===== config.mk =====
export PLATFORM = sky130hd
export DESIGN_NAME = alu_datapath_flat
export DESIGN_NICKNAME = d
export VERILOG_FILES = /design/src/rtl/alu_datapath_if.sv /design/src/rtl/alu_datapath.sv /design/src/flat_wrapper.sv
export SDC_FILE = /design/constraint.sdc
export NUM_CORES = 1
export LEC_CHECK = 0
export BUFFER_PORTS_ARGS = -buffer_cell sky130_fd_sc_hd__clkbuf_2
export CAP_MARGIN = 15
export CORE_ASPECT_RATIO = 0.9
export CORE_UTILIZATION = 63
export CTS_CLUSTER_DIAMETER = 40
export CTS_CLUSTER_SIZE = 30
export DETAILED_ROUTE_END_ITERATION = 16
export GPL_TIMING_DRIVEN = 0
export HOLD_SLACK_MARGIN = 0.08
export PLACE_DENSITY = 0.87
export SLEW_MARGIN = 20
export SYNTH_ARGS = -nofsm -noshare
export SYNTH_HDL_FRONTEND = slang
export SYNTH_SLANG_ARGS = --single-unit

===== constraint.sdc =====
create_clock -name clk -period 5.7 [get_ports clk]
set_clock_uncertainty 0.05 [all_clocks]
set_input_delay 0.855 -clock clk [delete_from_list [all_inputs] [get_ports clk]]
set_output_delay 0.855 -clock clk [all_outputs]
set_load 0.005 [all_outputs]

===== src/rtl/alu_datapath_if.sv =====
`default_nettype none
// ============================================================================
// Module   : alu_datapath_if
// Brief    : Control word, operands and result bundle between FSM and datapath.
// Revision : 1.0 - initial release
// ============================================================================
interface alu_datapath_if #(
    parameter int WIDTH = 8
);
    logic [WIDTH-1:0] in1;
    logic [WIDTH-1:0] in2;
    logic [1:0]       s1_mux;
    logic [1:0]       wa;
    logic             we;
    logic [1:0]       raa;
    logic             rea;
    logic [1:0]       rab;
    logic             reb;
    logic [1:0]       c;
    logic             s2_mux;
    logic             Done;
    logic [WIDTH-1:0] out_data;
    logic             out_valid;
    logic             zero_flag;
    logic             carry_flag;

    modport master (
        output in1, in2, s1_mux, wa, we, raa, rea, rab, reb, c, s2_mux, Done,
        input  out_data, out_valid, zero_flag, carry_flag
    );

    modport slave (
        input  in1, in2, s1_mux, wa, we, raa, rea, rab, reb, c, s2_mux, Done,
        output out_data, out_valid, zero_flag, carry_flag
    );
endinterface
`default_nettype wire


===== src/rtl/alu_datapath.sv =====
`default_nettype none
// ============================================================================
// Module   : alu_datapath
// Brief    : 4-entry register file, 4-function ALU with flags, registered output.
// Revision : 1.0 - initial release
// ============================================================================
module alu_datapath #(
    parameter int WIDTH = 8
) (
    input  logic          clk,
    input  logic          reset,
    alu_datapath_if.slave bus
);

    logic [WIDTH-1:0] rf_q [4];
    logic [WIDTH-1:0] rf_d [4];
    logic [WIDTH-1:0] out_data_q, out_data_d;
    logic             out_valid_q, out_valid_d;
    logic             zero_flag_q, zero_flag_d;
    logic             carry_flag_q, carry_flag_d;

    logic [WIDTH-1:0] rd_a;
    logic [WIDTH-1:0] rd_b;
    logic [WIDTH-1:0] alu_res;
    logic             alu_carry;
    logic [WIDTH:0]   sum_ext;
    logic [WIDTH-1:0] wr_data;
    logic             wr_en;

    // Entry 0 never receives a write, so it reads as zero forever.
    always_comb begin
        rd_a = '0;
        rd_b = '0;
        if (bus.rea) rd_a = rf_q[bus.raa];
        if (bus.reb) rd_b = rf_q[bus.rab];
    end

    // Subtraction borrow falls out of the extended MSB when A < B.
    always_comb begin
        sum_ext   = '0;
        alu_res   = '0;
        alu_carry = 1'b0;
        case (bus.c)
            2'b11: begin
                sum_ext   = {1'b0, rd_a} + {1'b0, rd_b};
                alu_res   = sum_ext[WIDTH-1:0];
                alu_carry = sum_ext[WIDTH];
            end
            2'b10: begin
                sum_ext   = {1'b0, rd_a} - {1'b0, rd_b};
                alu_res   = sum_ext[WIDTH-1:0];
                alu_carry = sum_ext[WIDTH];
            end
            2'b01:   alu_res = rd_a & rd_b;
            default: alu_res = rd_a ^ rd_b;
        endcase
    end

    always_comb begin
        case (bus.s1_mux)
            2'b11:   wr_data = bus.in1;
            2'b10:   wr_data = bus.in2;
            2'b01:   wr_data = '0;
            default: wr_data = alu_res;
        endcase
    end

    assign wr_en = bus.we && (bus.wa != 2'b00);

    always_comb begin
        rf_d         = rf_q;
        out_data_d   = out_data_q;
        zero_flag_d  = zero_flag_q;
        carry_flag_d = carry_flag_q;
        out_valid_d  = bus.Done;
        if (wr_en) begin
            rf_d[bus.wa] = wr_data;
            if (bus.s1_mux == 2'b00) begin
                zero_flag_d  = (alu_res == '0);
                carry_flag_d = alu_carry;
            end
        end
        rf_d[0] = '0;
        if (bus.s2_mux) out_data_d = alu_res;
    end

    always_ff @(posedge clk or negedge reset) begin
        if (!reset) begin
            rf_q         <= '{default: '0};
            out_data_q   <= '0;
            out_valid_q  <= 1'b0;
            zero_flag_q  <= 1'b0;
            carry_flag_q <= 1'b0;
        end else begin
            rf_q         <= rf_d;
            out_data_q   <= out_data_d;
            out_valid_q  <= out_valid_d;
            zero_flag_q  <= zero_flag_d;
            carry_flag_q <= carry_flag_d;
        end
    end

    assign bus.out_data   = out_data_q;
    assign bus.out_valid  = out_valid_q;
    assign bus.zero_flag  = zero_flag_q;
    assign bus.carry_flag = carry_flag_q;

endmodule
`default_nettype wire

===== src/flat_wrapper.sv =====
// flat-port wrapper written by rule: the top's interface ports become plain ports
module alu_datapath_flat 
#(
    parameter int WIDTH = 8
)
  (clk, reset, bus_in1, bus_in2, bus_s1_mux, bus_wa, bus_we, bus_raa, bus_rea, bus_rab, bus_reb, bus_c, bus_s2_mux, bus_Done, bus_out_data, bus_out_valid, bus_zero_flag, bus_carry_flag);
  alu_datapath_if #(.WIDTH(WIDTH)) bus_i ();
  input  logic clk;
  input  logic reset;
  input wire logic [$bits(bus_i.in1)-1:0] bus_in1;
  input wire logic [$bits(bus_i.in2)-1:0] bus_in2;
  input wire logic [$bits(bus_i.s1_mux)-1:0] bus_s1_mux;
  input wire logic [$bits(bus_i.wa)-1:0] bus_wa;
  input wire logic [$bits(bus_i.we)-1:0] bus_we;
  input wire logic [$bits(bus_i.raa)-1:0] bus_raa;
  input wire logic [$bits(bus_i.rea)-1:0] bus_rea;
  input wire logic [$bits(bus_i.rab)-1:0] bus_rab;
  input wire logic [$bits(bus_i.reb)-1:0] bus_reb;
  input wire logic [$bits(bus_i.c)-1:0] bus_c;
  input wire logic [$bits(bus_i.s2_mux)-1:0] bus_s2_mux;
  input wire logic [$bits(bus_i.Done)-1:0] bus_Done;
  output wire logic [$bits(bus_i.out_data)-1:0] bus_out_data;
  output wire logic [$bits(bus_i.out_valid)-1:0] bus_out_valid;
  output wire logic [$bits(bus_i.zero_flag)-1:0] bus_zero_flag;
  output wire logic [$bits(bus_i.carry_flag)-1:0] bus_carry_flag;
  assign bus_i.in1 = bus_in1;
  assign bus_i.in2 = bus_in2;
  assign bus_i.s1_mux = bus_s1_mux;
  assign bus_i.wa = bus_wa;
  assign bus_i.we = bus_we;
  assign bus_i.raa = bus_raa;
  assign bus_i.rea = bus_rea;
  assign bus_i.rab = bus_rab;
  assign bus_i.reb = bus_reb;
  assign bus_i.c = bus_c;
  assign bus_i.s2_mux = bus_s2_mux;
  assign bus_i.Done = bus_Done;
  assign bus_out_data = bus_i.out_data;
  assign bus_out_valid = bus_i.out_valid;
  assign bus_zero_flag = bus_i.zero_flag;
  assign bus_carry_flag = bus_i.carry_flag;
  alu_datapath #(.WIDTH(WIDTH)) u_core (.clk(clk), .reset(reset), .bus(bus_i));
endmodule

==> flow_summary.yaml, run 1 <==
finish:
  drive_gt1_share_pct: 23.5
  final_util_pct: 75.4
  finalInstanceArea_um2: 3400
  final_cells: 470
  area_growth_syn_to_layout_pct: 12.6
  diodes: 0
  fin_nets: 455
placement:
  place_inst: 462
  io_buffers: 41
  dpl_cell_area_um2: 3310
  place_ws_ns: 1.40
  dp_hpwl_mm: 6.46
  gp_congestion: 0.932
drt:
  antenna_left: 0
  m1WireLength_mm: 3.73
  top_layer: "met4"
  routed_wl_mm: 8.36
  drc: 0
  num_vias: 3009
  wl_met3_um: 692
  wl_per_cell_um: 17.8
  via_per_inst: 6.40
  firstDrtPassIters: 5
  drt-initial-drc-count: 288
  wl_met2_mm: 3.77
power:
  seqPwrFrac_pct: 37.9
  p_clk_share_pct: 22.2
  max-vdd-ir-drop_v: 0.000173
  power_frac_comb_pct: 39.9
  leakagePower_nw: 1.55
  swShare_pct: 37.7
  p_int_mw: 0.541
  switchingPower_mw: 0.327
  p_total_mw: 0.868
  power_density_nw_per_um2: 255
clocking:
  htree_levels: 2
  cts_resized: 0
  cts.sinks: 35
  clk_pin_slew_worst_paths_ns: 0.08
  cts_made_buffers: 5
  cts-root-buf: "clkbuf_8"
  cts_buffer_depth: 2
  clock_latency_ns: 0.28
  cts_tree: "done"
  ctsHoldBuffers: 0
  cts_setup_buffers: 0
yosys:
  synth-warning-count: 0
  ys_top_cells_by_area: "dfrtp_1 29%, mux2_2 9.7%, ha_1 6.2%"
  synthAdderAreaFrac_pct: 6.87
  syn_area_um2: 3020
  synth_top_family_by_area: "compound AO/OA/AOI/OAI gates"
  async_flop_share_pct: 100
  synth_edf_count: 0
  synthesis.instances: 359
  synth_top_cell_by_area: "dfrtp_1"
  synth_area_per_cell_um2: 8.42
  synth-seq-area-share_pct: 29.0
  yosysTopAreaCellShare_pct: 29.0
  synth_compound_area_share_pct: 26.2
  synth_xor_area_share_pct: 1.74
  muxShareOfSynthArea_pct: 13.2
  synth-seq-cells: 35
  synthesis.nets: 407
  synth_cell_types: 60
  yosys.area_share.simple_pct: 18.6
  synth-main-ff-cell: "dfrtp_1"
floorplan:
  coreArea_um2: 4520
  fp.dieH_um: 67.7
  io_pins: 44
  num_rows: 23
  die_w_um: 75.0
  die_area_um2: 5080
  start_util_pct: 66.9
worst_setup_path:
  crit_buf_inv: 3
  crit_arrival_ns: 4.23
  path_class: "in -> reg"
  critPathSlowestCell: "or4_1"
  setup.worst_path.start_class: "input port"
  path_cells: "clkbuf_2, buf_2, nor2b_1, a22oi_1, nor2_1, ha_1, inv_1, maj3_1, a211oi_2, mux2i_1, nand3_1, or4_1, o32ai_2"
  slowest_delay_ns: 0.58
  critPathCaptureType: "flop"
  r2r_setup_slack_ns: 2.17
  cp_top_family: "simple AND/OR/NAND/NOR gates"
  cp.required_ns: 5.85
  worst-path-max-fanout: 10
sta:
  slew_viol_final: 0
  tns_ns: 0
  rsz0062_at_grt: "no"
  tightest_slew_ns: 0.893
  timing.slew.headroom_pct: 40.5
  max_freq_mhz: 245
  whs_ns: 0.445
  setup_viol: 0
  worst_slack_ns: 1.61
  post-route-period-util_pct: 71.7
  period_minus_slack_ns: 4.09
  hold_viol: 0
grt:
  track_usage_pct: 35.0
  grt_pass1_wl_mm: 13.1
  overflow: 0
  grt_max_degree: 36
  antenna_found_initial: 0
  grt_pass1_vias: 2716
status:
  status: "finished, final reports clean"
flow_run:
  drv_cap: 0
hold_path:
  hold_path.class: "reg -> reg"
-- state kept, by name, indices dropped and copies added (netlist names) --
signal / cells
u_core.bus.out_data: 8
u_core.bus.zero_flag: 1
u_core.rf_q: 24
u_core.bus.carry_flag: 1
u_core.bus.out_valid: 1
-- synthesized netlist by cell type (all sizes together) (2+ instances only) --
master   number
ha           15
nor3          4
nand3         4
a211oi       11
mux2i         8
and2          3
xnor2         6
nor2         44
maj3          2
inv          17
or3           2
nand2        39
buf           5
a211o         3
or2           5
nand4         2
o21ai        23
dfrtp        35
a21oi        27
or4           2
o21a          2
a2111oi       2
mux2         26
a21boi        2
a31oi         7
nand2b        3
and3          3
clkbuf        9
a31o          2
o32ai         2
and4b         3
o31ai         4
nor2b         5
a22o          5
o211a         2
a22oi        10
-- per-layer routing --
layer,up-vias,GRT usage [%]
met5,-,0
met4,0,9.67
met2,166,56.6
met1,1402,48.3
li1,1418,-
met3,23,5.67
-- final timing paths --
check / startpoint / to / cells after the start
max: bus_rab[0] / u_core.bus.zero_flag / 13
min: u_core.rf_q[0] / u_core.rf_q[0] / 2
max reg2reg: u_core.rf_q[17] / u_core.bus.zero_flag / 10
min reg2reg: u_core.rf_q[0] / u_core.rf_q[0] / 2
max in group asynchronous: reset / u_core.rf_q[2] / 1
min in group asynchronous: reset / u_core.bus.out_valid / 1
-- area by class of cell --
class / count / area (um2)
Tap cell: 62 / 77.6
Buffer: 14 / 66.3
Clock inverter: 2 / 16.3
Inverter: 18 / 67.6
Multi-Input combinational cell: 292 / 2010
Clock buffer: 6 / 82.6
Fill cell: 343 / 1110
Sequential cell: 35 / 876
Timing Repair Buffer: 41 / 205
-- tightest hold or removal path: stages (launching register included) --
cell	delay (ns)
dfrtp_1	0.36
nand2_1	0.05
o21ai_0	0.06
-- layout by cell type, fill, tap and decap left out, types with 5 or more instances in the layout --
cell type	count
a211oi_1	7
mux2_2	26
dfrtp_1	35
nand2_1	39
a22oi_1	10
a22o_1	5
or2_2	5
nor2_1	44
clkbuf_2	41
clkbuf_1	9
mux2i_1	7
inv_1	17
a31oi_1	7
o21ai_0	23
nor2b_1	5
a21oi_1	27
xnor2_1	6
ha_1	15
clkbuf_8	6
-- power groups by stage --
stage	logic [mW]	clock network (mW)	registers, mW
2_1_floorplan	0.237	0	0.324
3_3_place_gp	0.328	0	0.328
3_5_place_dp	0.336	0	0.332
4_1_cts	0.340	0.193	0.327
5_1_grt	0.378	0.206	0.334
6_report	0.346	0.193	0.329
-- cells by family (layout without fill, tap and decap cells) --
kind of cell | after synthesis | in the layout
AOI/OAI and AO/OA | 112 | 112
xor gates and xnor gates | 6 | 6
buffers and inverters | 32 | 81
muxes | 35 | 35
DFF | 35 | 35
adders and majority gates | 17 | 17
and+or+nand+nor | 122 | 122
No activity file was read; power rests on OpenSTA's default activity.
==> run 2: changes to the inputs <==
- ABC_AREA: unset -> 1
- CORE_UTILIZATION: 63 -> 58
- PLACE_DENSITY: 0.87 -> 0.81
- clock period: 5.7 -> 4.1 ns (I/O delays scaled with it)
==> flow_summary.yaml, run 2 <==
status:
  status: "finished, final reports clean"
clocking:
  cts_setup_buffers: 0
  cts_buffer_depth: 2
  cts.sinks: 35
  ctsHoldBuffers: 0
  cts-root-buf: "clkbuf_8"
  htree_levels: 2
  cts_made_buffers: 5
  clk_pin_slew_worst_paths_ns: 0.09
  clock_latency_ns: 0.30
  cts_tree: "done"
  cts_resized: 0
sta:
  tightest_slew_ns: 0.923
  setup_viol: 0
  post-route-period-util_pct: 72.1
  rsz0062_at_grt: "no"
  period_minus_slack_ns: 2.95
  max_freq_mhz: 338
  tns_ns: 0
  slew_viol_final: 0
  hold_viol: 0
  timing.slew.headroom_pct: 38.0
floorplan:
  coreArea_um2: 4890
  fp.dieH_um: 70.1
  die_w_um: 77.7
  start_util_pct: 61.1
  io_pins: 44
  die_area_um2: 5450
  num_rows: 24
placement:
  dpl_cell_area_um2: 3280
  dp_hpwl_mm: 6.43
  io_buffers: 41
  gp_congestion: 0.910
worst_setup_path:
  setup.worst_path.start_class: "input port"
  crit_start: "bus_rab[0]"
  path_class: "in -> reg"
  r2r-start: "u_core.rf_q[6]"
  crit_arrival_ns: 3.15
  cp.required_ns: 4.29
  critPathCaptureType: "flop"
  worst-path-max-fanout: 10
grt:
  overflow: 0
  antenna_found_initial: 0
  grt_pass1_wl_mm: 13.6
  grt_max_degree: 36
  grt-busiest-layer: "met2"
  met1_usage_pct: 45.2
  track_usage_pct: 31.3
  grt_pass1_vias: 3005
  use_met2_pct: 50.5
  gr-usage-met3_pct: 3.14
yosys:
  synth-seq-cells: 35
  synth_top_cell_by_area: "dfrtp_1"
  synthesis.instances: 475
  synth-seq-area-share_pct: 29.3
  ys_top_cells_by_area: "dfrtp_1 29%, nand2_1 25%, inv_1 7.7%"
  synth-warning-count: 0
  yosysMostFrequentCell: "nand2_1"
  synthesis.nets: 523
  ys_top_cells_by_count: "202 x nand2_1, 61 x inv_1, 43 x nand3_1, 35 x dfrtp_1, 22 x o21ai_0"
  synth-main-ff-cell: "dfrtp_1"
  synth_edf_count: 0
  yosysTopAreaCellShare_pct: 29.3
  syn_area_um2: 2990
  synth_area_per_cell_um2: 6.29
  synth_cell_types: 27
  async_flop_share_pct: 100
finish:
  diodes: 0
  fin_nets: 571
  layout_common_cells: "202 x nand2_1, 61 x inv_1, 43 x nand3_1"
  n_fill_cell: 457
  largest_reg_flops: 24
  drive_gt1_share_pct: 14.9
  area_growth_syn_to_layout_pct: 13.5
  mostFrequentLayoutCell: "nand2_1"
  finalInstanceArea_um2: 3390
  top_register: "u_core.rf_q"
hold_path:
  hold_path.class: "in -> async"
drt:
  drt-initial-drc-count: 276
  routed_wl_mm: 8.03
  via_per_inst: 5.54
  drc: 0
  antenna_left: 0
  wl_per_cell_um: 13.6
  num_vias: 3262
  firstDrtPassIters: 5
power:
  power_density_nw_per_um2: 343
  leakagePower_nw: 1.94
  max-vdd-ir-drop_v: 0.000279
  p_total_mw: 1.16
flow_run:
  drv_cap: 0
==> run 2: cells by family after synthesis <==
logic type	after synthesis	share of synthesized area, %
buffers and inverters	73	9.25
adder cells (fa/ha/maj)	15	6.28
AND/OR/NAND/NOR	285	40.9
flip-flops	35	29.3
AO/OA/AOI/OAI	67	14.3
==> run 2: layout make-up <==
| type | count | area (um2) | share of cell area, % |
|---|---|---|---|
| multi-input combinational | 367 | 1840 | 54.1 |
| buffer | 6 | 25.0 | 0.738 |
| clock inverter | 3 | 47.5 | 1.40 |
| timing repair buffer | 41 | 205 | 6.05 |
| tap | 65 | 81.3 | 2.40 |
| inverter | 67 | 251 | 7.41 |
| sequential | 35 | 876 | 25.8 |
| clock buffer | 5 | 68.8 | 2.03 |
==> run 2: power by group <==
part	switching, mW	internal (mW)
clock network	0.145	0.184
registers	0.0380	0.401
logic	0.257	0.138
total	0.440	0.723
==> run 2: worst max-delay path, stage by stage <==
cell	delay, ns
clkbuf_2	0.14
clkbuf_1	0.35
o211ai_1	0.16
a21oi_1	0.30
ha_1	0.22
inv_1	0.04
ha_1	0.18
inv_1	0.07
nand2_1	0.07
nand2_1	0.08
nand2_1	0.07
nand2_1	0.06
nand3_1	0.08
nand3_1	0.11
nand2_1	0.12
o211ai_2	0.30
nand2_1	0.10
nand2_1	0.08
==> run 2: per-layer routing <==
layer	up-vias	share of wire, %
met1	1509	48
met5	-	0
li1	1606	-
met4	0	1.5
met2	136	44
met3	11	6.2
==> run 2: worst paths after layout <==
path / slack [ns] / cells after the start / end
max in group asynchronous: 3.09 / 1 / u_core.bus.out_data[6]
hold reg to reg: 0.43 / 2 / u_core.bus.zero_flag
hold / removal: 0.37 / 1 / u_core.rf_q[11]
min in group clk: 0.37 / 1 / u_core.bus.out_valid
setup reg to reg: 1.57 / 18 / u_core.rf_q[15]
setup / recovery: 1.15 / 18 / u_core.rf_q[4]
==> run 2: metrics by stage <==
step                      cells  hold WS (ns)  util (%)  setup WS (ns)
after detailed placement    581         0.416      66.9          0.889
after global placement      581         0.414      66.9          0.946
after CTS                   589         0.371      69.3           1.19
final                       589         0.366      69.3           1.15
after global routing        589         0.368      69.3          0.848
after floorplan             475         0.269         -           1.48
==> run 3: changes to the inputs <==
- clock period: 4.1 -> 2.9 ns (I/O delays scaled with it)
==> flow_summary.yaml, run 3 (synthesis gave the netlist of run 2 again) <==
finish:
  mostFrequentLayoutCell: "nand2_1"
  drive_gt1_share_pct: 15.5
  layout_common_cells: "202 x nand2_1, 61 x inv_1, 43 x clkbuf_2, 43 x nand3_1, 35 x dfrtp_1"
  fin_nets: 571
  area_growth_syn_to_layout_pct: 13.6
  final_util_pct: 69.4
  diodes: 0
  largest_reg_flops: 24
  top_register: "u_core.rf_q"
  finalInstanceArea_um2: 3400
sta:
  rsz0062_at_grt: "no"
  period_minus_slack_ns: 2.63
  slew_viol_final: 0
  timing.slew.headroom_pct: 37.5
  post-route-period-util_pct: 90.7
  tightest_slew_ns: 0.930
  setup_viol: 0
  max_freq_mhz: 380
  hold_viol: 0
hold_path:
  hold_path.class: "in -> async"
drt:
  drt-initial-drc-count: 277
  antenna_left: 0
  drc: 0
  wl_per_cell_um: 13.6
  num_vias: 3265
  routed_wl_mm: 8.04
  via_per_inst: 5.54
  firstDrtPassIters: 5
power:
  swShare_pct: 37.8
  max-vdd-ir-drop_v: 0.000395
  power_frac_comb_pct: 33.9
  switchingPower_mw: 0.621
  power_density_nw_per_um2: 484
  p_clk_share_pct: 28.3
  p_int_mw: 1.02
  leakagePower_nw: 1.94
  seqPwrFrac_pct: 37.7
worst_setup_path:
  critPathCaptureType: "flop"
  critPathSlowestCell: "o211ai_2"
  cpMostUsedCell: "nand2_1"
  worst-path-max-fanout: 10
  cp.required_ns: 3.09
  path_class: "in -> reg"
  path_cells: "clkbuf_2, clkbuf_2, nand2_1, o211ai_1, a21oi_1, ha_1, inv_1, ha_1, inv_1, nand2_1, nand2_1, nand2_1, nand2_1, nand3_1, nand3_1, nand2_1, o211ai_2, nand2_1, nand2_1"
  setup.worst_path.start_class: "input port"
  crit_arrival_ns: 2.82
  slowest_delay_ns: 0.31
floorplan:
  fp.dieH_um: 70.1
  die_w_um: 77.7
  die_area_um2: 5450
  num_rows: 24
  start_util_pct: 61.1
  io_pins: 44
  coreArea_um2: 4890
grt:
  track_usage_pct: 31.3
  grt_pass1_wl_mm: 13.6
  antenna_found_initial: 0
  overflow: 0
  grt_pass1_vias: 3005
  grt_max_degree: 36
clocking:
  cts_buffer_depth: 2
  cts-root-buf: "clkbuf_8"
  htree_levels: 2
  cts_tree: "done"
  cts_setup_buffers: 0
  clock_latency_ns: 0.30
  clk_pin_slew_worst_paths_ns: 0.09
  cts_made_buffers: 5
  cts.sinks: 35
status:
  status: "finished, final reports clean"
placement:
  io_buffers: 41
  dp_hpwl_mm: 6.43
  dpl_cell_area_um2: 3280
  gp_congestion: 0.910
flow_run:
  drv_cap: 0
-- run 3: layout make-up --
type / count / area [um2]
Clock buffer: 5 / 68.8
Buffer: 6 / 27.5
Sequential cell: 35 / 876
Tap cell: 65 / 81.3
Multi-Input combinational cell: 367 / 1840
Inverter: 67 / 251
Fill cell: 458 / 1500
Timing Repair Buffer: 41 / 205
Clock inverter: 3 / 47.5
-- run 3: metrics by stage --
| stage | cells | worst slack, ns | hold WS [ns] | setup TNS [ns] | power, mW |
|---|---|---|---|---|---|
| 3_3_place_gp | 581 | -0.0742 | 0.414 | -0.357 | 1.16 |
| 4_1_cts | 589 | 0.166 | 0.191 | 0 | 1.64 |
| 2_1_floorplan | 475 | 0.458 | 0.0894 | 0 | 1.00 |
| 5_1_grt | 589 | 0.0127 | 0.188 | 0 | 1.75 |
| 6_report | 589 | 0.270 | 0.187 | 0 | 1.64 |
| 3_5_place_dp | 581 | -0.131 | 0.416 | -1.51 | 1.17 |
-- run 3: final timing paths --
path                                 startpoint                    end  slack, ns  cells after the start
min in group clk                       bus_Done   u_core.bus.out_valid       0.19                      1
min                                       reset        u_core.rf_q[11]       0.19                      1
max                                  bus_rab[0]         u_core.rf_q[4]       0.27                     19
max reg2reg                      u_core.rf_q[0]         u_core.rf_q[4]       0.39                     18
min reg2reg                u_core.bus.zero_flag   u_core.bus.zero_flag       0.43                      2
max in group asynchronous                 reset  u_core.bus.carry_flag       2.06                      1
-- run 3: timing repair --
action | in CTS | in global routing
setup endpoints to repair | 0 | 15
hold buffers | 0 | 0
resized for setup | 0 | 5
-- run 3: critical path: cells and delay by family --
kind	cells	cell delay (ns)
adder cells (fa/ha/maj)	2	0.40
AO/OA/AOI/OAI	3	0.68
AND/OR/NAND/NOR	10	0.85
buffers and inverters	4	0.44
-- run 3: power by group through the flow --
stage	Combinational (mW)	Clock, mW	Sequential, mW
after floorplan	0.385	0	0.617
after detailed placement	0.548	0	0.627
after global placement	0.532	0	0.624
after global routing	0.635	0.485	0.628
final	0.558	0.466	0.620
after CTS	0.552	0.465	0.618
-- run 3: per-layer routing --
metal	vias up	track usage [%]	routed length, um
li1	1600	-	-
met1	1518	45.2	3860
met2	134	50.5	3540
met3	13	3.14	513
met4	0	7.13	124
met5	-	0	0
